`src/rtl/cnn_conv_core.sv`:
```
// Valid-mode KxK convolution engine: loads a signed kernel, then produces one
// output pixel every K*K+2 cycles from synchronous image/kernel buffers.
module cnn_conv_core #(
  parameter int IMG_W = 32,
  parameter int IMG_H = 32,
  parameter int K     = 5,
  parameter int DW    = 8,
  parameter int WW    = 8,
  parameter int OUT_W = 32,
  localparam int IA_W = (IMG_W * IMG_H > 1) ? $clog2(IMG_W * IMG_H) : 1,
  localparam int KA_W = (K * K > 1) ? $clog2(K * K) : 1,
  localparam int RA_W = ((IMG_W - K + 1) * (IMG_H - K + 1) > 1) ?
                        $clog2((IMG_W - K + 1) * (IMG_H - K + 1)) : 1
) (
  input  logic             s00_axi_aclk,
  input  logic             s00_axi_aresetn,
  input  logic             start,
  input  logic             abort,
  input  logic             stride2,
  input  logic             relu_en,
  output logic             busy,
  output logic             done,
  output logic [IA_W-1:0]  img_addr,
  input  logic [DW-1:0]    img_rdata,
  output logic [KA_W-1:0]  ker_addr,
  input  logic [WW-1:0]    ker_rdata,
  output logic             res_we,
  output logic [RA_W-1:0]  res_addr,
  output logic [OUT_W-1:0] res_wdata
);

  localparam int KK    = K * K;
  localparam int CNT_W = $clog2(KK + 1);
  localparam int ACC_W = DW + WW + $clog2(KK) + 1;
  localparam int XW    = $clog2(((IMG_W > IMG_H) ? IMG_W : IMG_H) + 1);
  localparam int OW1   = IMG_W - K + 1;
  localparam int OH1   = IMG_H - K + 1;
  localparam int OW2   = (IMG_W - K) / 2 + 1;
  localparam int OH2   = (IMG_H - K) / 2 + 1;

  generate
    if (K < 1 || K > IMG_W || K > IMG_H) begin : g_bad_k
      $error("cnn_conv_core: K must satisfy 1 <= K <= IMG_W and K <= IMG_H");
    end
    if (DW + WW + $clog2(K * K) + 1 > OUT_W) begin : g_bad_out_w
      $error("cnn_conv_core: accumulator width exceeds OUT_W");
    end
  endgenerate

  typedef enum logic [2:0] {
    IDLE   = 3'd0,
    LOAD_K = 3'd1,
    MAC    = 3'd2,
    WRITE  = 3'd3,
    DONE   = 3'd4
  } state_t;

  state_t                  state_r;
  logic [CNT_W-1:0]        cnt_r;
  logic [XW-1:0]           kx_r, ky_r, ox_r, oy_r;
  logic [RA_W-1:0]         res_cnt_r;
  logic signed [ACC_W-1:0] acc_r;
  logic                    s2_r, relu_r;
  logic [WW-1:0]           w_r [KK];

  logic [KA_W-1:0]          widx_s;
  logic signed [ACC_W-1:0]  prod_s, acc_sum_s;
  logic signed [OUT_W-1:0]  acc_ext_s;
  logic [OUT_W-1:0]         res_val_s;
  logic [XW-1:0]            kx_nxt_s, ky_nxt_s, ox_nxt_s, oy_nxt_s;
  logic [XW-1:0]            ow_last_s, oh_last_s;
  logic                     last_col_s, last_row_s;

  function automatic logic [IA_W-1:0] pix_addr(input logic [XW-1:0] ox,
                                               input logic [XW-1:0] oy,
                                               input logic [XW-1:0] kx,
                                               input logic [XW-1:0] ky,
                                               input logic          s2);
    int row, col;
    row = int'(s2 ? {oy, 1'b0} : {1'b0, oy}) + int'(ky);
    col = int'(s2 ? {ox, 1'b0} : {1'b0, ox}) + int'(kx);
    return IA_W'(row * IMG_W + col);
  endfunction

  // Tap/pixel successors and the accumulator update for the data returning this cycle.
  always_comb begin
    // Weight index lags the issue counter by one because of the buffer latency.
    widx_s    = KA_W'(cnt_r - CNT_W'(1));
    prod_s    = $signed({{(ACC_W - DW){1'b0}}, img_rdata}) *
                $signed({{(ACC_W - WW){w_r[widx_s][WW-1]}}, w_r[widx_s]});
    acc_sum_s = acc_r + prod_s;
    acc_ext_s = OUT_W'(acc_sum_s);
    if (relu_r && acc_sum_s[ACC_W-1]) begin
      res_val_s = {OUT_W{1'b0}};
    end else begin
      res_val_s = acc_ext_s;
    end
    if (kx_r == XW'(K - 1)) begin
      kx_nxt_s = {XW{1'b0}};
      ky_nxt_s = ky_r + XW'(1);
    end else begin
      kx_nxt_s = kx_r + XW'(1);
      ky_nxt_s = ky_r;
    end
    ow_last_s  = s2_r ? XW'(OW2 - 1) : XW'(OW1 - 1);
    oh_last_s  = s2_r ? XW'(OH2 - 1) : XW'(OH1 - 1);
    last_col_s = (ox_r == ow_last_s);
    last_row_s = (oy_r == oh_last_s);
    if (last_col_s) begin
      ox_nxt_s = {XW{1'b0}};
      oy_nxt_s = oy_r + XW'(1);
    end else begin
      ox_nxt_s = ox_r + XW'(1);
      oy_nxt_s = oy_r;
    end
  end

  // Control FSM, address generation, weight capture and registered outputs.
  always_ff @(posedge s00_axi_aclk or negedge s00_axi_aresetn) begin
    if (!s00_axi_aresetn) begin
      state_r   <= IDLE;
      busy      <= 1'b0;
      done      <= 1'b0;
      res_we    <= 1'b0;
      img_addr  <= {IA_W{1'b0}};
      ker_addr  <= {KA_W{1'b0}};
      res_addr  <= {RA_W{1'b0}};
      res_wdata <= {OUT_W{1'b0}};
      cnt_r     <= {CNT_W{1'b0}};
      kx_r      <= {XW{1'b0}};
      ky_r      <= {XW{1'b0}};
      ox_r      <= {XW{1'b0}};
      oy_r      <= {XW{1'b0}};
      res_cnt_r <= {RA_W{1'b0}};
      acc_r     <= {ACC_W{1'b0}};
      s2_r      <= 1'b0;
      relu_r    <= 1'b0;
      for (int i = 0; i < KK; i++) w_r[i] <= {WW{1'b0}};
    end else if (abort) begin
      // Abort has the same effect as reset, including dropping the weights.
      state_r   <= IDLE;
      busy      <= 1'b0;
      done      <= 1'b0;
      res_we    <= 1'b0;
      img_addr  <= {IA_W{1'b0}};
      ker_addr  <= {KA_W{1'b0}};
      res_addr  <= {RA_W{1'b0}};
      res_wdata <= {OUT_W{1'b0}};
      cnt_r     <= {CNT_W{1'b0}};
      kx_r      <= {XW{1'b0}};
      ky_r      <= {XW{1'b0}};
      ox_r      <= {XW{1'b0}};
      oy_r      <= {XW{1'b0}};
      res_cnt_r <= {RA_W{1'b0}};
      acc_r     <= {ACC_W{1'b0}};
      s2_r      <= 1'b0;
      relu_r    <= 1'b0;
      for (int i = 0; i < KK; i++) w_r[i] <= {WW{1'b0}};
    end else begin
      case (state_r)
        IDLE: begin
          done   <= 1'b0;
          res_we <= 1'b0;
          if (start) begin
            state_r   <= LOAD_K;
            busy      <= 1'b1;
            s2_r      <= stride2;
            relu_r    <= relu_en;
            cnt_r     <= {CNT_W{1'b0}};
            ker_addr  <= {KA_W{1'b0}};
            res_cnt_r <= {RA_W{1'b0}};
          end else begin
            busy <= 1'b0;
          end
        end
        LOAD_K: begin
          if (cnt_r != {CNT_W{1'b0}}) w_r[widx_s] <= ker_rdata;
          if (cnt_r == CNT_W'(KK)) begin
            state_r  <= MAC;
            cnt_r    <= {CNT_W{1'b0}};
            kx_r     <= {XW{1'b0}};
            ky_r     <= {XW{1'b0}};
            ox_r     <= {XW{1'b0}};
            oy_r     <= {XW{1'b0}};
            acc_r    <= {ACC_W{1'b0}};
            img_addr <= {IA_W{1'b0}};
          end else begin
            cnt_r <= cnt_r + CNT_W'(1);
            if (cnt_r < CNT_W'(KK - 1)) ker_addr <= KA_W'(cnt_r + CNT_W'(1));
          end
        end
        MAC: begin
          if (cnt_r != {CNT_W{1'b0}}) acc_r <= acc_sum_s;
          if (cnt_r == CNT_W'(KK)) begin
            state_r   <= WRITE;
            res_we    <= 1'b1;
            res_addr  <= res_cnt_r;
            res_wdata <= res_val_s;
          end else begin
            cnt_r <= cnt_r + CNT_W'(1);
            if (cnt_r < CNT_W'(KK - 1)) begin
              kx_r     <= kx_nxt_s;
              ky_r     <= ky_nxt_s;
              img_addr <= pix_addr(ox_r, oy_r, kx_nxt_s, ky_nxt_s, s2_r);
            end
          end
        end
        WRITE: begin
          res_we    <= 1'b0;
          res_cnt_r <= res_cnt_r + RA_W'(1);
          cnt_r     <= {CNT_W{1'b0}};
          kx_r      <= {XW{1'b0}};
          ky_r      <= {XW{1'b0}};
          acc_r     <= {ACC_W{1'b0}};
          if (last_col_s && last_row_s) begin
            state_r <= DONE;
            done    <= 1'b1;
          end else begin
            state_r  <= MAC;
            ox_r     <= ox_nxt_s;
            oy_r     <= oy_nxt_s;
            img_addr <= pix_addr(ox_nxt_s, oy_nxt_s, {XW{1'b0}}, {XW{1'b0}}, s2_r);
          end
        end
        DONE: begin
          state_r <= IDLE;
          done    <= 1'b0;
          busy    <= 1'b0;
        end
        default: begin
          state_r <= IDLE;
          busy    <= 1'b0;
          done    <= 1'b0;
          res_we  <= 1'b0;
        end
      endcase
    end
  end

endmodule

```
`config.mk`:
```
export PLATFORM = sky130hd
export DESIGN_NAME = cnn_conv_core
export DESIGN_NICKNAME = d
export VERILOG_FILES = /design/src/rtl/cnn_conv_core.sv
export SDC_FILE = /design/constraint.sdc
export NUM_CORES = 1
export LEC_CHECK = 0
export BUFFER_PORTS_ARGS = -buffer_cell sky130_fd_sc_hd__buf_2
export CAP_MARGIN = 15
export CORE_ASPECT_RATIO = 0.9
export CORE_MARGIN = 5
export CORE_UTILIZATION = 49
export DETAILED_ROUTE_END_ITERATION = 8
export PLACE_DENSITY = 0.66
export REMOVE_ABC_BUFFERS = 1
export SETUP_SLACK_MARGIN = 0.2
export SLEW_MARGIN = 20
export SYNTH_ARGS = -nofsm -noshare
export SYNTH_HDL_FRONTEND = slang
export SYNTH_SLANG_ARGS = --single-unit
```
`constraint.sdc`:
```
create_clock -name s00_axi_aclk -period 9.9 [get_ports s00_axi_aclk]
set_input_delay 0.99 -clock s00_axi_aclk [delete_from_list [all_inputs] [get_ports s00_axi_aclk]]
set_output_delay 0.99 -clock s00_axi_aclk [all_outputs]
set_load 0.1 [all_outputs]
```
======== Word-level counts from Yosys, hierarchy flattened ========
Index checks and enable logic that the tools add are counted.
W data, S select, Z words.
operators by class
  $lt $le $gt $ge ......................... 3
  equality and inequality tests ........... 21
  reduce and logical (&&, ||, !) cells .... 32
  bitwise operators ....................... 1
  divide/modulo/power cells ............... 0
  shift operators ......................... 0
  $mul .................................... 1
  muxes and demuxes ....................... 83
  add/subtract/negate cells ............... 12
operator list
  kind                   count
  $mux W200              3
  $bwmux W200            1
  $mux W32               4
  $mux W10               10
  $mux W6                15
  $mux W22               3
  $pmux W22 S3           1
  $mux W5                10
  $bmux W8 S5            1
  $demux W8 S5           1
  $pmux W6 S3            2
  $ne A3 B3 Y1 const B   10
  $pmux W10 S3           1
  $add A6 B1 Y6 const B  4
  $mux W8                3
  $pmux W6 S2            2
  $add A22 B17 Y22       1
  $pmux W10 S2           1
  $pmux W5 S4            1
  $mul A9 B8 Y17         1
  $mux W3                5
  $mux W7                2
  $eq A6 B5 Y1           2
  $mux W1                12
  32 further kinds       57
word-level totals
  output and inout bits ................... 60
  memories ................................ 0
  bits of input ports ..................... 22
  register bits ........................... 326
  bits in read-only memories .............. 0
  word-level logic and storage cells ...... 195
  bits in latches ......................... 0
  memory bits (writable) .................. 0

======== Longest topological paths before layout ========
  depth in word-level cells ............... 12
  gate-level depth with buffers ........... 34
  depth with buffers taken out ............ 28

======== Worst setup path after synthesis ========
No wires, ideal clock.
  path kind ............................... flip-flop to flip-flop
  start ................................... register cnt_r[0]
  end ..................................... register res_wdata[20]
  period minus slack after synthesis ...... 7.814 ns
  arrival time ............................ 7.740 ns
  stages on the path, launching flop included .. 33
  library setup time ...................... 0.074 ns
  buffers on the path ..................... 8
  setup slack ............................. 2.086 ns
  cell sequence ........................... dfrtp_1 buf_6 buf_6 buf_6 buf_2 inv_1 ha_1 buf_2 buf_2 clkbuf_1 o221ai_1 a21oi_1 a21oi_1 nor4_2 nand2_1 fa_1 fa_1 inv_1 fa_1 fa_1 inv_1 fa_1 inv_1 ha_1 o21ai_0 o21ai_0 a31oi_1 a21o_1 nor2_1 mux2i_2 nand3_4 buf_6 o21ai_2
on the way
  longest elaborated chain between the ends .. 12
  elaborated cells between the ends (all ways) .. 15
  classes of those cells .................. add/sub: 2; mul: 1; eq/ne: 1; mux: 7; bitwise: 1; reduce/logical: 3
ends and longest elaborated chain
  what                                        RTL line  source
  from (decl)                                 59        logic [CNT_W-1:0] cnt_r;
  from (signal assigned)                      129       cnt_r <= {CNT_W{1'b0}};
  from (signal assigned)                      149       cnt_r <= {CNT_W{1'b0}};
  from (signal assigned)                      169       cnt_r <= {CNT_W{1'b0}};
  $sub A5 B1 Y5                               88        widx_s = KA_W'(cnt_r - CNT_W'(1));
  $not A5 Y6 (not written as such)            90        $signed({{(ACC_W - WW){w_r[widx_s][WW-1]}}, w_r[widx_s]});
  $bmux W8 S5                                 90
  $mux W8 (not written as such) (2 in a row)  90
  $mul A9 B8 Y17                              89        prod_s = $signed({{(ACC_W - DW){1'b0}}, img_rdata}) *
  $add A22 B17 Y22                            91        acc_sum_s = acc_r + prod_s;
  $logic_and A1 B1 Y1                         93        if (relu_r && acc_sum_s[ACC_W-1]) begin
  $mux W32                                    93
  $mux W32                                    194       if (cnt_r == CNT_W'(KK)) begin
  $mux W32                                    160       case (state_r)
  $mux W32                                    139       end else if (abort) begin
  to (signal assigned)                        128       res_wdata <= {OUT_W{1'b0}};
  to (signal assigned)                        148       res_wdata <= {OUT_W{1'b0}};
  to (signal assigned)                        198       res_wdata <= res_val_s;
  to (decl)                                   29        output logic [OUT_W-1:0] res_wdata
Several ways; a longest one is shown, not always the timed one. The select of a mux whose other input is x is not followed.
A chain may end at the register's enable or synchronous reset.

======== Worst setup path after layout ========
  start ................................... register cnt_r[0]
  end ..................................... register res_wdata[7]
The elaborated chain is that of the path after synthesis.

==> results.md <==
* Synth-to-Final Area Change at 9.95%
* Skew final at 0.0263 ns
* Worst-margin pin slew at 1.10 ns
* Number of vias per cell at 5.85
* H-tree levels at 2
* Cts hold-fix bufs at 0
* Post-synth top area share at 42.4%
* Core ar. at 0.0374 mm2
* Clock Sink Count at 315
* First-pass GRT wire length at 78100 um
* Nets@finish at 2116
* Share of post-route cells with drive strength above 1 at 12.7%
* Gate Count Post-Synth at 1897
* Chip Width at 215 um
* Post-cts resize count at 0
* RSZ-0062 raised after global routing: false
* CTS buffer count at 36
* Synthesized area at 0.0186 mm2
* Outcome: finished clean
* Remaining DRCs at 0
* Worst skew pair latency at 0.54 ns
* Final Setup Violations at 0
* CP Capture Type: flip-flop
* CTS tree: built
* Total Power at 3.37 mW
* Worst R2R Path Depth at 26
* Initial antenna violation count at 1
* Hold Fails Final Rpt at 0
* Filler instances at 3306
* Max Slew Vio Count at 0
* Netlist cell types at 72
* Dpl ws at 1.05 ns
* Number of synthesis warnings at 0
* Max Cap Violations at 0
* CP endpoint: res_wdata[7]$_DFFE_PN0P_
* ANT nets after route at 0
* Wire per inst at 19.6 um
* R2r setup slk at 1.04 ns
* GRT overflow at 0
* Fin cells at 2444
* HP Class: flip-flop to flip-flop
* Iteration-0 DRC count of the detailed router at 1104
* Minimum clock period at 8.86 ns
* Most frequent cell after synthesis: nand2_1
* Root Buffer: clkbuf_16
* Setup repair bufs after CTS at 0
* Vias in the first global route at 14383
* PnR worst setup slack at 1.04 ns
* Number of synthesized register bits at 315
* Critical path class: flip-flop to flip-flop
* Routed Wire Length at 48000 um
* Yosys top cell by area: dfrtp_1
* Rows at 67
* Post-DP HPWL at 33700 um
* Critical path origin: cnt_r[0]$_DFFE_PN0P_
* FF-to-FF Start: cnt_r[0]$_DFFE_PN0P_
* Post-synth EDFFs at 0
* CTS Buffer Depth at 3
* Peak supply drop at 0.138 mV
* N_diodes at 0
* Boundary pin count at 82
* Clk slew on worst S/H paths at 0.06 ns
* Max Fclk at 113 MHz
* Drt pass-1 iters at 5
* Startpoint Class: flip-flop
* Setup_tns at 0 ns
* Share of the clock period used by the worst path at 89.5%
* Initial Utilization at 49.7%
* R2r endpoint: res_wdata[7]$_DFFE_PN0P_
* GRT Util Overall at 22.9%
* Vias at 14296
* Top fanout value on the critical path at 42
* Relative slew slack at 26.4%
* Hold_ws at 0.474 ns
* Top cells by count, synth: nand2_1 (366), dfrtp_1 (315), o21ai_0 (256)
* Die area at 0.0419 mm2
* Post-synthesis async set-or-reset flop share at 100%
* Primary FF master, synth: dfrtp_1
* Power per cell area at 165 mW/mm2
* Leak Pwr at 9.78 nW
* Cell count after placement at 2384
* Sequential fraction of the synthesis area at 42.4%
* Syn Area/Cell at 9.80 um2
* Arr. time, crit path at 9.30 ns
* Gpl congestion at 0.864
* Largest net degree at the start of global routing at 112
* Largest cells by area after synthesis: dfrtp_1 (42%), nand2_1 (7.4%), o21ai_0 (6.9%)
* DIE HEIGHT at 195 um
* Buffers on Ports at 81
* Critical Path RT at 10.34 ns
-- how the worst min path moves through the flow --
| stage | startpoint | end | slack [ns] | depth (start not counted) |
|---|---|---|---|---|
| after global routing | w_r[187]$_DFFE_PN0P_ | w_r[187]$_DFFE_PN0P_ | 0.49 | 2 |
| after CTS | acc_r[2]$_DFFE_PN0P_ | acc_r[2]$_DFFE_PN0P_ | 0.48 | 2 |
| final | acc_r[2]$_DFFE_PN0P_ | acc_r[2]$_DFFE_PN0P_ | 0.47 | 2 |
| after floorplan | w_r[151]$_DFFE_PN0P_ | w_r[151]$_DFFE_PN0P_ | 0.44 | 2 |
| after global placement | w_r[159]$_DFFE_PN0P_ | w_r[159]$_DFFE_PN0P_ | 0.45 | 2 |
| after detailed placement | res_wdata[16]$_DFFE_PN0P_ | res_wdata[16]$_DFFE_PN0P_ | 0.46 | 2 |
-- logic make-up (layout without fill, tap and decap cells) --
kind of cell,after synthesis,after routing,synth area share [%]
adder cells (fa/ha/maj),155,155,12.7
multiplexers,67,67,6.99
flip-flops,315,315,42.4
AO/OA/AOI/OAI,486,486,15.8
XOR/XNOR,55,55,2.67
AND/OR/NAND/NOR,606,606,14.6
buffers and inverters,213,277,4.91
-- critical path, stage by stage, from the launching register on --
cell and delay (ns):
dfrtp_4 0.79, inv_1 0.17, ha_2 1.11, buf_4 0.34
mux4_2 0.20, nor3_1 0.04, o21ai_1 0.15, o31ai_1 0.12
nor4_2 0.74, nand2_1 0.17, fa_1 0.52, fa_1 0.54
inv_1 0.05, fa_1 0.50, fa_1 0.54, inv_1 0.05
fa_1 0.52, inv_1 0.04, ha_1 0.34, o21ai_0 0.12
o21ai_0 0.14, a31oi_1 0.31, a21o_1 0.21, nor2_1 0.07
mux2i_2 0.36, nand3_4 0.29, o21ai_0 0.28
-- through the flow --
step                utilization [%]  cell area, um2
floorplan                         -           18100
global placement               51.5           19300
finish                         54.7           20400
CTS                            54.7           20400
global route                   54.7           20400
detailed placement             51.5           19300
-- flip-flops by register name (all words and copies together) (netlist names) --
register,cells
oy_r,6
res_addr,10
res_wdata,22
acc_r,22
busy,1
res_cnt_r,10
ker_addr,5
ox_r,6
s2_r,1
img_addr,10
done,1
state_r,3
ky_r,5
cnt_r,5
w_r,200
res_we,1
kx_r,6
relu_r,1
-- cell usage in the layout (no fill, tap or decap), drive strengths merged, types with 30 or more instances in the layout --
cell,count
a21oi,48
a22o,30
and2,37
buf,94
clkbuf,51
dfrtp,315
fa,56
ha,99
inv,124
mux4,48
nand2,366
nor2,90
o21ai,289
o31ai,30
xnor2,34
-- area by class of cell --
class,instances,area (um2),share of cell area (%)
Tap cell,483,604,2.96
Timing Repair Buffer,94,513,2.51
Multi-Input combinational cell,1369,9820,48.0
Clock inverter,9,114,0.557
Sequential cell,315,7890,38.6
Inverter,123,462,2.26
Clock buffer,51,1050,5.12
-- metal layers --
layer | GRT usage [%] | wire, um | up-vias
li1 | - | - | 6644
met1 | 32.1 | 21400 | 7096
met2 | 36.4 | 21800 | 432
met3 | 3.67 | 2830 | 122
met4 | 8.25 | 1860 | 2
met5 | 0 | 8 | -
-- power breakdown --
part / leakage (nW) / switching (mW) / internal [mW]
registers: 4.39 / 0.0107 / 1.29
clock network: 0.575 / 0.535 / 0.788
logic: 4.81 / 0.488 / 0.255
total: 9.78 / 1.03 / 2.34
Power figures use the tool's default switching activity.
